==> src/rtl/mem_lsu_ysyx_23060136_if.sv <==
// Core data-memory bus between the MEM-stage load/store unit and data memory.
// Single-beat request/response: one request, then exactly one response beat.
interface mem_lsu_ysyx_23060136_if;
  // Handshake: a request transfers on a cycle where bus_req_valid && bus_req_ready.
  // Once valid is raised, addr/wen/wdata/wstrb hold stable and valid stays high
  // until that cycle. The response has no ready: bus_resp_valid is a one-cycle
  // beat that the master must take when it is waiting for one.
  logic        bus_req_valid;
  logic        bus_req_ready;
  logic [31:0] bus_req_addr;
  logic        bus_req_wen;
  logic [31:0] bus_req_wdata;
  logic [3:0]  bus_req_wstrb;
  logic        bus_resp_valid;
  logic [31:0] bus_resp_rdata;

  modport master (
    output bus_req_valid, bus_req_addr, bus_req_wen, bus_req_wdata, bus_req_wstrb,
    input  bus_req_ready, bus_resp_valid, bus_resp_rdata
  );

  modport slave (
    input  bus_req_valid, bus_req_addr, bus_req_wen, bus_req_wdata, bus_req_wstrb,
    output bus_req_ready, bus_resp_valid, bus_resp_rdata
  );
endinterface

==> src/rtl/mem_lsu_ysyx_23060136.sv <==
// MEM-stage load/store unit: issues single-beat bus accesses, aligns/extends
// load data and emits one registered writeback record per instruction.
module mem_lsu_ysyx_23060136 (
  input  logic                            clk,
  input  logic                            rst_n,
  input  logic                            MEM_i_valid,
  output logic                            MEM_o_ready,
  input  logic [31:0]                     MEM_i_pc,
  input  logic [31:0]                     MEM_i_ALUout,
  input  logic [31:0]                     MEM_i_rs2_data,
  input  logic                            MEM_i_write_mem,
  input  logic                            MEM_i_mem_to_reg,
  input  logic [4:0]                      MEM_i_width,
  input  logic [4:0]                      MEM_i_rd,
  input  logic                            MEM_i_write_gpr,
  mem_lsu_ysyx_23060136_if.master         bus,
  output logic                            MEM_o_valid,
  output logic [31:0]                     MEM_o_pc,
  output logic [4:0]                      MEM_o_rd,
  output logic                            MEM_o_write_gpr,
  output logic [31:0]                     MEM_o_wb_data,
  output logic                            MEM_o_misalign,
  output logic [1:0]                      dbg_state
);

  typedef enum logic [1:0] {IDLE = 2'd0, REQ = 2'd1, RESP = 2'd2} state_t;

  state_t      state;
  logic [31:0] lat_pc;
  logic [31:0] lat_addr;
  logic [4:0]  lat_rd;
  logic        lat_write_gpr;
  logic        lat_load;
  logic [4:0]  lat_width;

  // Width is one-hot {byte, half, word, byte_u, half_u}.
  logic w_byte, w_half, w_word, w_byte_u, w_half_u;
  assign w_byte   = MEM_i_width[4];
  assign w_half   = MEM_i_width[3];
  assign w_word   = MEM_i_width[2];
  assign w_byte_u = MEM_i_width[1];
  assign w_half_u = MEM_i_width[0];

  logic is_mem;
  logic misalign;
  assign is_mem   = MEM_i_write_mem | MEM_i_mem_to_reg;
  assign misalign = is_mem &
                    ((((w_half | w_half_u) & MEM_i_ALUout[0])) |
                     (w_word & (MEM_i_ALUout[1:0] != 2'b00)));

  logic [3:0]  st_strb;
  logic [31:0] st_wdata;
  always_comb begin
    st_strb  = 4'b0000;
    st_wdata = MEM_i_rs2_data;
    if (w_byte | w_byte_u) begin
      st_strb  = 4'b0001 << MEM_i_ALUout[1:0];
      st_wdata = {4{MEM_i_rs2_data[7:0]}};
    end else if (w_half | w_half_u) begin
      st_strb  = MEM_i_ALUout[1] ? 4'b1100 : 4'b0011;
      st_wdata = {2{MEM_i_rs2_data[15:0]}};
    end else if (w_word) begin
      st_strb  = 4'b1111;
      st_wdata = MEM_i_rs2_data;
    end
  end

  // Load lanes are selected by the low address bits latched at acceptance.
  logic [31:0] byte_shift;
  logic [7:0]  ld_byte;
  logic [15:0] ld_half;
  logic [31:0] ld_data;
  assign byte_shift = bus.bus_resp_rdata >> {lat_addr[1:0], 3'b000};
  assign ld_byte    = byte_shift[7:0];
  assign ld_half    = lat_addr[1] ? bus.bus_resp_rdata[31:16] : bus.bus_resp_rdata[15:0];

  always_comb begin
    ld_data = bus.bus_resp_rdata;
    if (lat_width[4])      ld_data = {{24{ld_byte[7]}}, ld_byte};
    else if (lat_width[3]) ld_data = {{16{ld_half[15]}}, ld_half};
    else if (lat_width[1]) ld_data = {24'h0, ld_byte};
    else if (lat_width[0]) ld_data = {16'h0, ld_half};
  end

  assign MEM_o_ready = (state == IDLE);
  assign dbg_state   = state;

  always_ff @(posedge clk or negedge rst_n) begin
    if (!rst_n) begin
      state             <= IDLE;
      lat_pc            <= '0;
      lat_addr          <= '0;
      lat_rd            <= '0;
      lat_write_gpr     <= 1'b0;
      lat_load          <= 1'b0;
      lat_width         <= '0;
      bus.bus_req_valid <= 1'b0;
      bus.bus_req_addr  <= '0;
      bus.bus_req_wen   <= 1'b0;
      bus.bus_req_wdata <= '0;
      bus.bus_req_wstrb <= '0;
      MEM_o_valid       <= 1'b0;
      MEM_o_pc          <= '0;
      MEM_o_rd          <= '0;
      MEM_o_write_gpr   <= 1'b0;
      MEM_o_wb_data     <= '0;
      MEM_o_misalign    <= 1'b0;
    end else begin
      MEM_o_valid <= 1'b0;
      case (state)
        IDLE: begin
          if (MEM_i_valid) begin
            if (!is_mem || misalign) begin
              MEM_o_valid     <= 1'b1;
              MEM_o_pc        <= MEM_i_pc;
              MEM_o_rd        <= MEM_i_rd;
              MEM_o_write_gpr <= MEM_i_write_gpr & ~misalign;
              MEM_o_wb_data   <= MEM_i_ALUout;
              MEM_o_misalign  <= misalign;
            end else begin
              lat_pc            <= MEM_i_pc;
              lat_addr          <= MEM_i_ALUout;
              lat_rd            <= MEM_i_rd;
              lat_write_gpr     <= MEM_i_write_gpr;
              lat_load          <= MEM_i_mem_to_reg;
              lat_width         <= MEM_i_width;
              bus.bus_req_valid <= 1'b1;
              bus.bus_req_addr  <= {MEM_i_ALUout[31:2], 2'b00};
              bus.bus_req_wen   <= MEM_i_write_mem;
              bus.bus_req_wdata <= st_wdata;
              bus.bus_req_wstrb <= MEM_i_write_mem ? st_strb : 4'b0000;
              state             <= REQ;
            end
          end
        end
        REQ: begin
          if (bus.bus_req_ready) begin
            bus.bus_req_valid <= 1'b0;
            state             <= RESP;
          end
        end
        RESP: begin
          if (bus.bus_resp_valid) begin
            MEM_o_valid     <= 1'b1;
            MEM_o_pc        <= lat_pc;
            MEM_o_rd        <= lat_rd;
            MEM_o_write_gpr <= lat_write_gpr;
            MEM_o_wb_data   <= lat_load ? ld_data : lat_addr;
            MEM_o_misalign  <= 1'b0;
            state           <= IDLE;
          end
        end
        default: state <= IDLE;
      endcase
    end
  end

endmodule

==> src/flat_wrapper.sv <==
// flat-port wrapper written by rule: the top's interface ports become plain ports
module mem_lsu_ysyx_23060136_flat 
  (clk, rst_n, MEM_i_valid, MEM_o_ready, MEM_i_pc, MEM_i_ALUout, MEM_i_rs2_data, MEM_i_write_mem, MEM_i_mem_to_reg, MEM_i_width, MEM_i_rd, MEM_i_write_gpr, MEM_o_valid, MEM_o_pc, MEM_o_rd, MEM_o_write_gpr, MEM_o_wb_data, MEM_o_misalign, dbg_state, bus_bus_req_valid, bus_bus_req_addr, bus_bus_req_wen, bus_bus_req_wdata, bus_bus_req_wstrb, bus_bus_req_ready, bus_bus_resp_valid, bus_bus_resp_rdata);
  mem_lsu_ysyx_23060136_if bus_i ();
  input  logic clk;
  input  logic rst_n;
  input  logic MEM_i_valid;
  output logic MEM_o_ready;
  input  logic [31:0] MEM_i_pc;
  input  logic [31:0] MEM_i_ALUout;
  input  logic [31:0] MEM_i_rs2_data;
  input  logic MEM_i_write_mem;
  input  logic MEM_i_mem_to_reg;
  input  logic [4:0] MEM_i_width;
  input  logic [4:0] MEM_i_rd;
  input  logic MEM_i_write_gpr;
  output logic MEM_o_valid;
  output logic [31:0] MEM_o_pc;
  output logic [4:0] MEM_o_rd;
  output logic MEM_o_write_gpr;
  output logic [31:0] MEM_o_wb_data;
  output logic MEM_o_misalign;
  output logic [1:0] dbg_state;
  output wire logic [$bits(bus_i.bus_req_valid)-1:0] bus_bus_req_valid;
  output wire logic [$bits(bus_i.bus_req_addr)-1:0] bus_bus_req_addr;
  output wire logic [$bits(bus_i.bus_req_wen)-1:0] bus_bus_req_wen;
  output wire logic [$bits(bus_i.bus_req_wdata)-1:0] bus_bus_req_wdata;
  output wire logic [$bits(bus_i.bus_req_wstrb)-1:0] bus_bus_req_wstrb;
  input wire logic [$bits(bus_i.bus_req_ready)-1:0] bus_bus_req_ready;
  input wire logic [$bits(bus_i.bus_resp_valid)-1:0] bus_bus_resp_valid;
  input wire logic [$bits(bus_i.bus_resp_rdata)-1:0] bus_bus_resp_rdata;
  assign bus_bus_req_valid = bus_i.bus_req_valid;
  assign bus_bus_req_addr = bus_i.bus_req_addr;
  assign bus_bus_req_wen = bus_i.bus_req_wen;
  assign bus_bus_req_wdata = bus_i.bus_req_wdata;
  assign bus_bus_req_wstrb = bus_i.bus_req_wstrb;
  assign bus_i.bus_req_ready = bus_bus_req_ready;
  assign bus_i.bus_resp_valid = bus_bus_resp_valid;
  assign bus_i.bus_resp_rdata = bus_bus_resp_rdata;
  mem_lsu_ysyx_23060136 u_core (.clk(clk), .rst_n(rst_n), .MEM_i_valid(MEM_i_valid), .MEM_o_ready(MEM_o_ready), .MEM_i_pc(MEM_i_pc), .MEM_i_ALUout(MEM_i_ALUout), .MEM_i_rs2_data(MEM_i_rs2_data), .MEM_i_write_mem(MEM_i_write_mem), .MEM_i_mem_to_reg(MEM_i_mem_to_reg), .MEM_i_width(MEM_i_width), .MEM_i_rd(MEM_i_rd), .MEM_i_write_gpr(MEM_i_write_gpr), .bus(bus_i), .MEM_o_valid(MEM_o_valid), .MEM_o_pc(MEM_o_pc), .MEM_o_rd(MEM_o_rd), .MEM_o_write_gpr(MEM_o_write_gpr), .MEM_o_wb_data(MEM_o_wb_data), .MEM_o_misalign(MEM_o_misalign), .dbg_state(dbg_state));
endmodule
==> config.mk <==
export PLATFORM = sky130hd
export DESIGN_NAME = mem_lsu_ysyx_23060136_flat
export DESIGN_NICKNAME = d
export VERILOG_FILES = /design/src/rtl/mem_lsu_ysyx_23060136_if.sv /design/src/rtl/mem_lsu_ysyx_23060136.sv /design/src/flat_wrapper.sv
export SDC_FILE = /design/constraint.sdc
export NUM_CORES = 1
export LEC_CHECK = 0
export CORE_AREA = 2 2 176 127
export DETAILED_ROUTE_END_ITERATION = 10
export DIE_AREA = 0 0 178 129
export MAX_ROUTING_LAYER = met4
export PLACE_DENSITY = 0.75
export SYNTH_ARGS = -nofsm -noshare
export SYNTH_HDL_FRONTEND = slang
export SYNTH_SLANG_ARGS = --single-unit
==> constraint.sdc <==
create_clock -name clk -period 5.6 [get_ports clk]
set_clock_uncertainty 0.2 [all_clocks]
set_input_delay 1.12 -clock clk [delete_from_list [all_inputs] [get_ports clk]]
set_output_delay 1.12 -clock clk [all_outputs]
set_load 0.005 [all_outputs]
==> flow_metrics.env, run 1 <==
export IMPL_setup_violations=0
export IMPL_p_clk_share_pct=21.4
export IMPL_grt_pass1_vias=7894
export IMPL_cts_sinks=187
export IMPL_maxCapViolations=0
export IMPL_comb_power_share_pct=39.7
export IMPL_maxSlewViolCount=0
export IMPL_synthCells=914
export IMPL_grt_max_degree=102
export IMPL_power_density_nw_per_um2=453
export IMPL_status="finished clean"
export IMPL_postSynth_asyncResetShare_pct=100
export IMPL_finalSetupTns_ns=0
export IMPL_core_um2=21200
export IMPL_gr_total_overflow=0
export IMPL_grt_antenna_before_repair=1
export IMPL_clock_latency_ns=0.43
export IMPL_start_util_pct=44.4
export IMPL_seqCellArea_um2=4680
export IMPL_dp_hpwl_mm=19.8
export IMPL_cts_root_buf="clkbuf_16"
export IMPL_ys_ff_latch=187
export IMPL_cpPeakStageDelay_ns=0.88
export IMPL_hold_buffers=0
export IMPL_routedWlPerCell_um=19.8
export IMPL_setup_ws_ns=1.84
export IMPL_drt_iter0_drc=693
export IMPL_drc=0
export IMPL_fin_area_um2=12900
export IMPL_firstDrtPassIters=5
export IMPL_die_x_um=178
export IMPL_p_int_mw=3.86
export IMPL_placed_area_um2=12300
export IMPL_power_switching_mw=1.98
export IMPL_instances_no_fill=1433
export IMPL_worst_hold_slack_ns=0.286
export IMPL_rr_worst_depth=5
export IMPL_clockBufferDepth=2
export IMPL_met2_usage_pct=36.8
export IMPL_clk_pin_slew_ns=0.08
export IMPL_area_delta_synth_final_pct=36.8
export IMPL_synth_cell_types=45
export IMPL_hold_class="reg -> reg"
export IMPL_dpl_worst_slack_ns=1.38
export IMPL_reg2reg_from="u_core.lat_addr[1]$_DFFE_PN0P_"
export IMPL_ir_worst_vdd_mv=0.242
export IMPL_synth_edff_count=0
export IMPL_cp_depth=6
export IMPL_cp_top_family="buffers and inverters"
export IMPL_swShare_pct=33.9
export IMPL_layout_min_cycle_time_ns=3.76
export IMPL_end_kind="flip-flop"
export IMPL_cp_arrival_ns=3.87
export IMPL_tightest_slew_ns=1.01
export IMPL_ctsResizeCount=0
export IMPL_fin_util_pct=60.7
export IMPL_htreeDepth=4
export IMPL_path_buf_inv=2
export IMPL_slew_headroom_pct=32.3
export IMPL_use_met3_pct=6.83
export IMPL_crit_end="u_core.bus.bus_req_wdata[7]$_DFFE_PN0P_"
export IMPL_via_per_inst=5.51
export IMPL_wl_mm=28.4
export IMPL_path_cells="clkdlybuf4s50_1, o21ai_1, o211ai_1, or4_4, buf_4, mux2_2"
export IMPL_cts_buffers_inserted=17
export IMPL_final_nets=1283
export IMPL_dp_cells=1400
export IMPL_n_fill_cell=1741
export IMPL_dieArea_um2=23000
export IMPL_synth_area_um2=9420
export IMPL_yosysWarnings=0
export IMPL_gp_congestion=0.895
export IMPL_io_pins=291
export IMPL_placement_rows=45
export IMPL_top_usage_layer="met2"
export IMPL_cts_tree="built"
export IMPL_timing_rr_end="u_core.MEM_o_wb_data[11]$_DFFE_PN0P_"
export IMPL_pwr_share_seq_pct=39.0
export IMPL_multi_input_area_um2=4120
export IMPL_cts_setup_buffers=0
export IMPL_syn_area_per_cell_um2=10.3
export IMPL_die_y_um=129
export IMPL_synth_ff_type="dfrtp_1"
export IMPL_startpoint="MEM_i_ALUout[0]"
export IMPL_track_usage_pct=25.9
export IMPL_fmax_mhz=266
export IMPL_crit_required_ns=5.72
export IMPL_vias=7899
export IMPL_post_route_period_util_pct=67.1
export IMPL_ant_nets=0
export IMPL_crit_path_start_kind="input port"
export IMPL_grt_pass1_wl_mm=44.2
export IMPL_ys_seq_area_share_pct=49.7
export IMPL_finalPower_mw=5.84
export IMPL_slowest_stage="or4_4"
export IMPL_reg2reg_slack_ns=2.49
export IMPL_finalHoldViolCount=0
export IMPL_leakagePower_nw=5.49
export IMPL_crit_fanout=81
export IMPL_drive_gt1_share_pct=13.4
export IMPL_path_class="in -> reg"
export IMPL_rsz0062_at_grt="no"
export IMPL_io_buffer_count=288
export IMPL_use_met1_pct=36.2
-- routing by layer --
metal,routed length (µm),vias to the layer above
met5,0,-
met4,518,0
met3,2540,43
met2,12300,376
met1,13000,3847
li1,-,3633
-- worst min-delay path, cell delays in order, from the launching register on --
cell,delay (ns)
dfrtp_1,0.35
nand2_1,0.04
o21ai_0,0.06
-- cell usage in the layout (no fill, tap or decap), drive strengths merged, types with 7 or more instances in the layout --
cell type / count
a21oi: 48
a221o: 20
a2bb2oi: 7
a31oi: 38
buf: 17
clkbuf: 18
clkdlybuf4s50: 287
clkinv: 8
dfrtp: 187
inv: 31
mux2: 87
mux2i: 27
mux4: 8
nand2: 128
nor2: 83
nor3b: 26
o21ai: 57
o22ai: 18
-- layout make-up --
type                       instances  area share, %
clock inverter                    15           1.50
timing repair buffer             305           23.5
multi-input combinational        602           32.0
antenna                            1         0.0194
sequential                       187           36.3
inverter                          24          0.699
tap                              282           2.74
clock buffer                      17           3.30
-- registers in the layout, indices dropped and copies added (netlist names) --
signal                    count
u_core.MEM_o_pc              32
u_core.MEM_o_wb_data         32
u_core.bus.bus_req_wdata     32
u_core.lat_pc                32
u_core.lat_addr              31
u_core.MEM_o_rd               5
u_core.lat_rd                 5
u_core.bus.bus_req_wstrb      4
u_core.lat_width              4
u_core.dbg_state              2
u_core.MEM_o_misalign         1
u_core.MEM_o_valid            1
u_core.MEM_o_write_gpr        1
u_core.bus.bus_req_addr       1
u_core.bus.bus_req_valid      1
u_core.bus.bus_req_wen        1
u_core.lat_load               1
u_core.lat_write_gpr          1
-- synthesized netlist by cell type (all sizes together) (3+ instances only) --
cell       n  area share, %
nand2b     6           0.40
inv       24           0.96
nor3b     26            2.1
nor3       6           0.37
a21oi     48            2.5
o21ai     57            3.1
o211ai     4           0.32
nor2      83            3.3
mux2      87             12
mux2i     27            2.9
o41ai      5           0.46
dfrtp    187             50
a221o     20            2.1
buf       51            3.9
nand2    128            5.1
o22ai     18            1.2
o311ai     3           0.28
or2        3           0.20
a31oi     38            2.5
a22o       4           0.37
nor2b      4           0.27
mux4       8            1.9
clkbuf    51            2.0
a2bb2oi    7           0.65
a21o       3           0.24
-- power by group through the flow --
| stage | Combinational (mW) | Clock [mW] | Sequential (mW) |
|---|---|---|---|
| finish | 2.32 | 1.25 | 2.28 |
| global route | 2.51 | 1.33 | 2.35 |
| CTS | 2.33 | 1.27 | 2.28 |
| detailed placement | 2.32 | 0 | 2.29 |
| global placement | 2.27 | 0 | 2.28 |
| floorplan | 1.25 | 0 | 2.16 |
-- worst min-delay path by stage --
stage          slack, ns                                     start                                        to  cells past startpoint
5_1_grt             0.30  u_core.bus.bus_req_wdata[11]$_DFFE_PN0P_  u_core.bus.bus_req_wdata[11]$_DFFE_PN0P_                      2
2_1_floorplan       0.27        u_core.MEM_o_write_gpr$_DFFE_PN0P_        u_core.MEM_o_write_gpr$_DFFE_PN0P_                      2
3_3_place_gp        0.26  u_core.bus.bus_req_wdata[12]$_DFFE_PN0P_  u_core.bus.bus_req_wdata[12]$_DFFE_PN0P_                      2
3_5_place_dp        0.27  u_core.bus.bus_req_wdata[23]$_DFFE_PN0P_  u_core.bus.bus_req_wdata[23]$_DFFE_PN0P_                      2
4_1_cts             0.29  u_core.bus.bus_req_wdata[23]$_DFFE_PN0P_  u_core.bus.bus_req_wdata[23]$_DFFE_PN0P_                      2
6_report            0.29  u_core.bus.bus_req_wdata[22]$_DFFE_PN0P_  u_core.bus.bus_req_wdata[22]$_DFFE_PN0P_                      2
-- logic make-up after synthesis --
kind of cell / Yosys count / synth area share [%]
AND/OR/NAND/NOR: 261 / 12.1
AO/OA/AOI/OAI: 217 / 14.7
flip-flops: 187 / 49.7
buffers and inverters: 126 / 6.85
multiplexers: 122 / 16.7
other: 1 / 0.0398
Power figures use the tool's default switching activity.
==> run 2, diff against run 1 <==
==> constraint.sdc (replaced) <==
create_clock -name clk -period 3.6 [get_ports clk]
set_clock_uncertainty 0.2 [all_clocks]
set_input_delay 0.72 -clock clk [delete_from_list [all_inputs] [get_ports clk]]
set_output_delay 0.72 -clock clk [all_outputs]
set_load 0.005 [all_outputs]
==> run 2 against run 1 <==
Against the previous run:
- total power is 55% higher
- die area stayed put
- sequential power is 54% higher
- critical endpoint is now u_core.MEM_o_wb_data[15]$_DFFE_PN0P_
- largest power group unchanged
==> flow_metrics.env, run 2 (synthesis results as in run 1) <==
export IMPL_clockBufferDepth=2
export IMPL_area_delta_synth_final_pct=37.8
export IMPL_layout_min_cycle_time_ns=2.98
export IMPL_final_common_cell="clkdlybuf4s50_1"
export IMPL_vias=7782
export IMPL_cts_sinks=187
export IMPL_post_route_period_util_pct=82.7
export IMPL_rr_worst_depth=5
export IMPL_leakagePower_nw=5.54
export IMPL_cts_setup_buffers=0
export IMPL_slowest_stage="dfrtp_1"
export IMPL_grt_pass1_wl_mm=43.9
export IMPL_hold_buffers=0
export IMPL_gp_congestion=0.891
export IMPL_crit_required_ns=3.68
export IMPL_grt_pass1_vias=7665
export IMPL_status="finished clean"
export IMPL_dieArea_um2=23000
export IMPL_die_x_um=178
export IMPL_setup_violations=0
export IMPL_maxSlewViolCount=0
export IMPL_worst_hold_slack_ns=0.116
export IMPL_cpPeakStageDelay_ns=0.75
export IMPL_crit_path_start_kind="flip-flop"
export IMPL_hold_class="in -> async"
export IMPL_htreeDepth=4
export IMPL_ir_worst_vdd_mv=0.325
export IMPL_finalSetupTns_ns=0
export IMPL_track_usage_pct=25.7
export IMPL_reg2reg_from="u_core.lat_addr[1]$_DFFE_PN0P_"
export IMPL_grt_antenna_before_repair=2
export IMPL_dp_hpwl_mm=20.1
export IMPL_cp_top_family="compound AO/OA/AOI/OAI gates"
export IMPL_ant_nets=0
export IMPL_ctsResizeCount=0
export IMPL_most_common_layout_cells="clkdlybuf4s50_1 (287), dfrtp_1 (187), nand2_1 (128), nor2_1 (83), o21ai_0 (54)"
export IMPL_via_per_inst=5.40
export IMPL_die_y_um=129
export IMPL_io_buffer_count=288
export IMPL_fin_area_um2=13000
export IMPL_path_buf_inv=0
export IMPL_drt_iter0_drc=527
export IMPL_cp_depth=5
export IMPL_finalHoldViolCount=0
export IMPL_grt_max_degree=79
export IMPL_drive_gt1_share_pct=14.0
export IMPL_end_kind="flip-flop"
export IMPL_slew_headroom_pct=44.3
export IMPL_reg2reg_slack_ns=0.62
export IMPL_routedWlPerCell_um=19.7
export IMPL_power_density_nw_per_um2=697
export IMPL_placed_area_um2=12400
export IMPL_core_um2=21200
export IMPL_clk_pin_slew_ns=0.08
export IMPL_drc=0
export IMPL_start_util_pct=44.4
export IMPL_gr_total_overflow=0
export IMPL_cts_tree="built"
export IMPL_maxCapViolations=0
export IMPL_timing_rr_end="u_core.MEM_o_wb_data[15]$_DFFE_PN0P_"
export IMPL_wl_mm=28.4
export IMPL_path_class="reg -> reg"
export IMPL_io_pins=291
export IMPL_cts_buffers_inserted=17
export IMPL_cp_arrival_ns=3.06
export IMPL_clock_latency_ns=0.43
export IMPL_path_cells="mux4_2, a21boi_1, o21ai_0, o211ai_1, o311ai_0"
export IMPL_crit_fanout=18
export IMPL_final_nets=1291
export IMPL_rsz0062_at_grt="no"
export IMPL_tightest_slew_ns=0.835
export IMPL_fmax_mhz=336
export IMPL_cts_root_buf="clkbuf_16"
export IMPL_placement_rows=45
export IMPL_firstDrtPassIters=7
==> run 2: cell type report <==
class	instances	area, µm²
Timing Repair Buffer	313	3150
Clock buffer	17	425
Multi-Input combinational cell	602	4120
Antenna cell	2	5.00
Tap cell	282	353
Inverter	24	90.1
Sequential cell	187	4680
Fill cell	1757	8250
Clock inverter	15	159
==> run 2: worst max path at each step <==
stage | from | end | slack [ns]
2_1_floorplan | MEM_i_ALUout[0] | u_core.lat_addr[0]$_DFFE_PN0P_ | 1.04
3_3_place_gp | bus_bus_resp_rdata[23] | u_core.MEM_o_wb_data[15]$_DFFE_PN0P_ | 0.30
3_5_place_dp | bus_bus_resp_rdata[23] | u_core.MEM_o_wb_data[15]$_DFFE_PN0P_ | 0.30
4_1_cts | u_core.lat_addr[1]$_DFFE_PN0P_ | u_core.MEM_o_wb_data[15]$_DFFE_PN0P_ | 0.66
5_1_grt | u_core.lat_addr[1]$_DFFE_PN0P_ | u_core.MEM_o_wb_data[15]$_DFFE_PN0P_ | 0.46
6_report | u_core.lat_addr[1]$_DFFE_PN0P_ | u_core.MEM_o_wb_data[15]$_DFFE_PN0P_ | 0.62
==> run 2: metal layers <==
| metal | part of all wire (%) | track usage [%] |
|---|---|---|
| met1 | 47 | 36.9 |
| met2 | 43 | 36.7 |
| met3 | 8.9 | 7.09 |
| met4 | 0.82 | 4.73 |
| met5 | 0 | - |
==> run 2: worst register-to-register path: stages, from the launching register on <==
cell and delay, ns:
dfrtp_1 0.75, mux4_2 0.60, a21boi_1 0.63, o21ai_0 0.36
o211ai_1 0.16, o311ai_0 0.13
==> run 2: metrics by stage <==
stage / setup WS (ns) / util [%] / power, mW / instances
after global routing: 0.456 / 61.1 / 9.60 / 1442
after global placement: 0.303 / 58.4 / 7.13 / 1408
final: 0.622 / 61.1 / 9.05 / 1442
after CTS: 0.664 / 61.1 / 9.12 / 1440
after floorplan: 1.04 / - / 5.30 / 915
after detailed placement: 0.303 / 58.4 / 7.21 / 1408
==> run 2: power by group <==
group	leakage [nW]	internal [mW]	switching, mW
clock	0.278	0.929	0.933
combinational	3.03	2.19	1.48
sequential	2.22	2.89	0.628
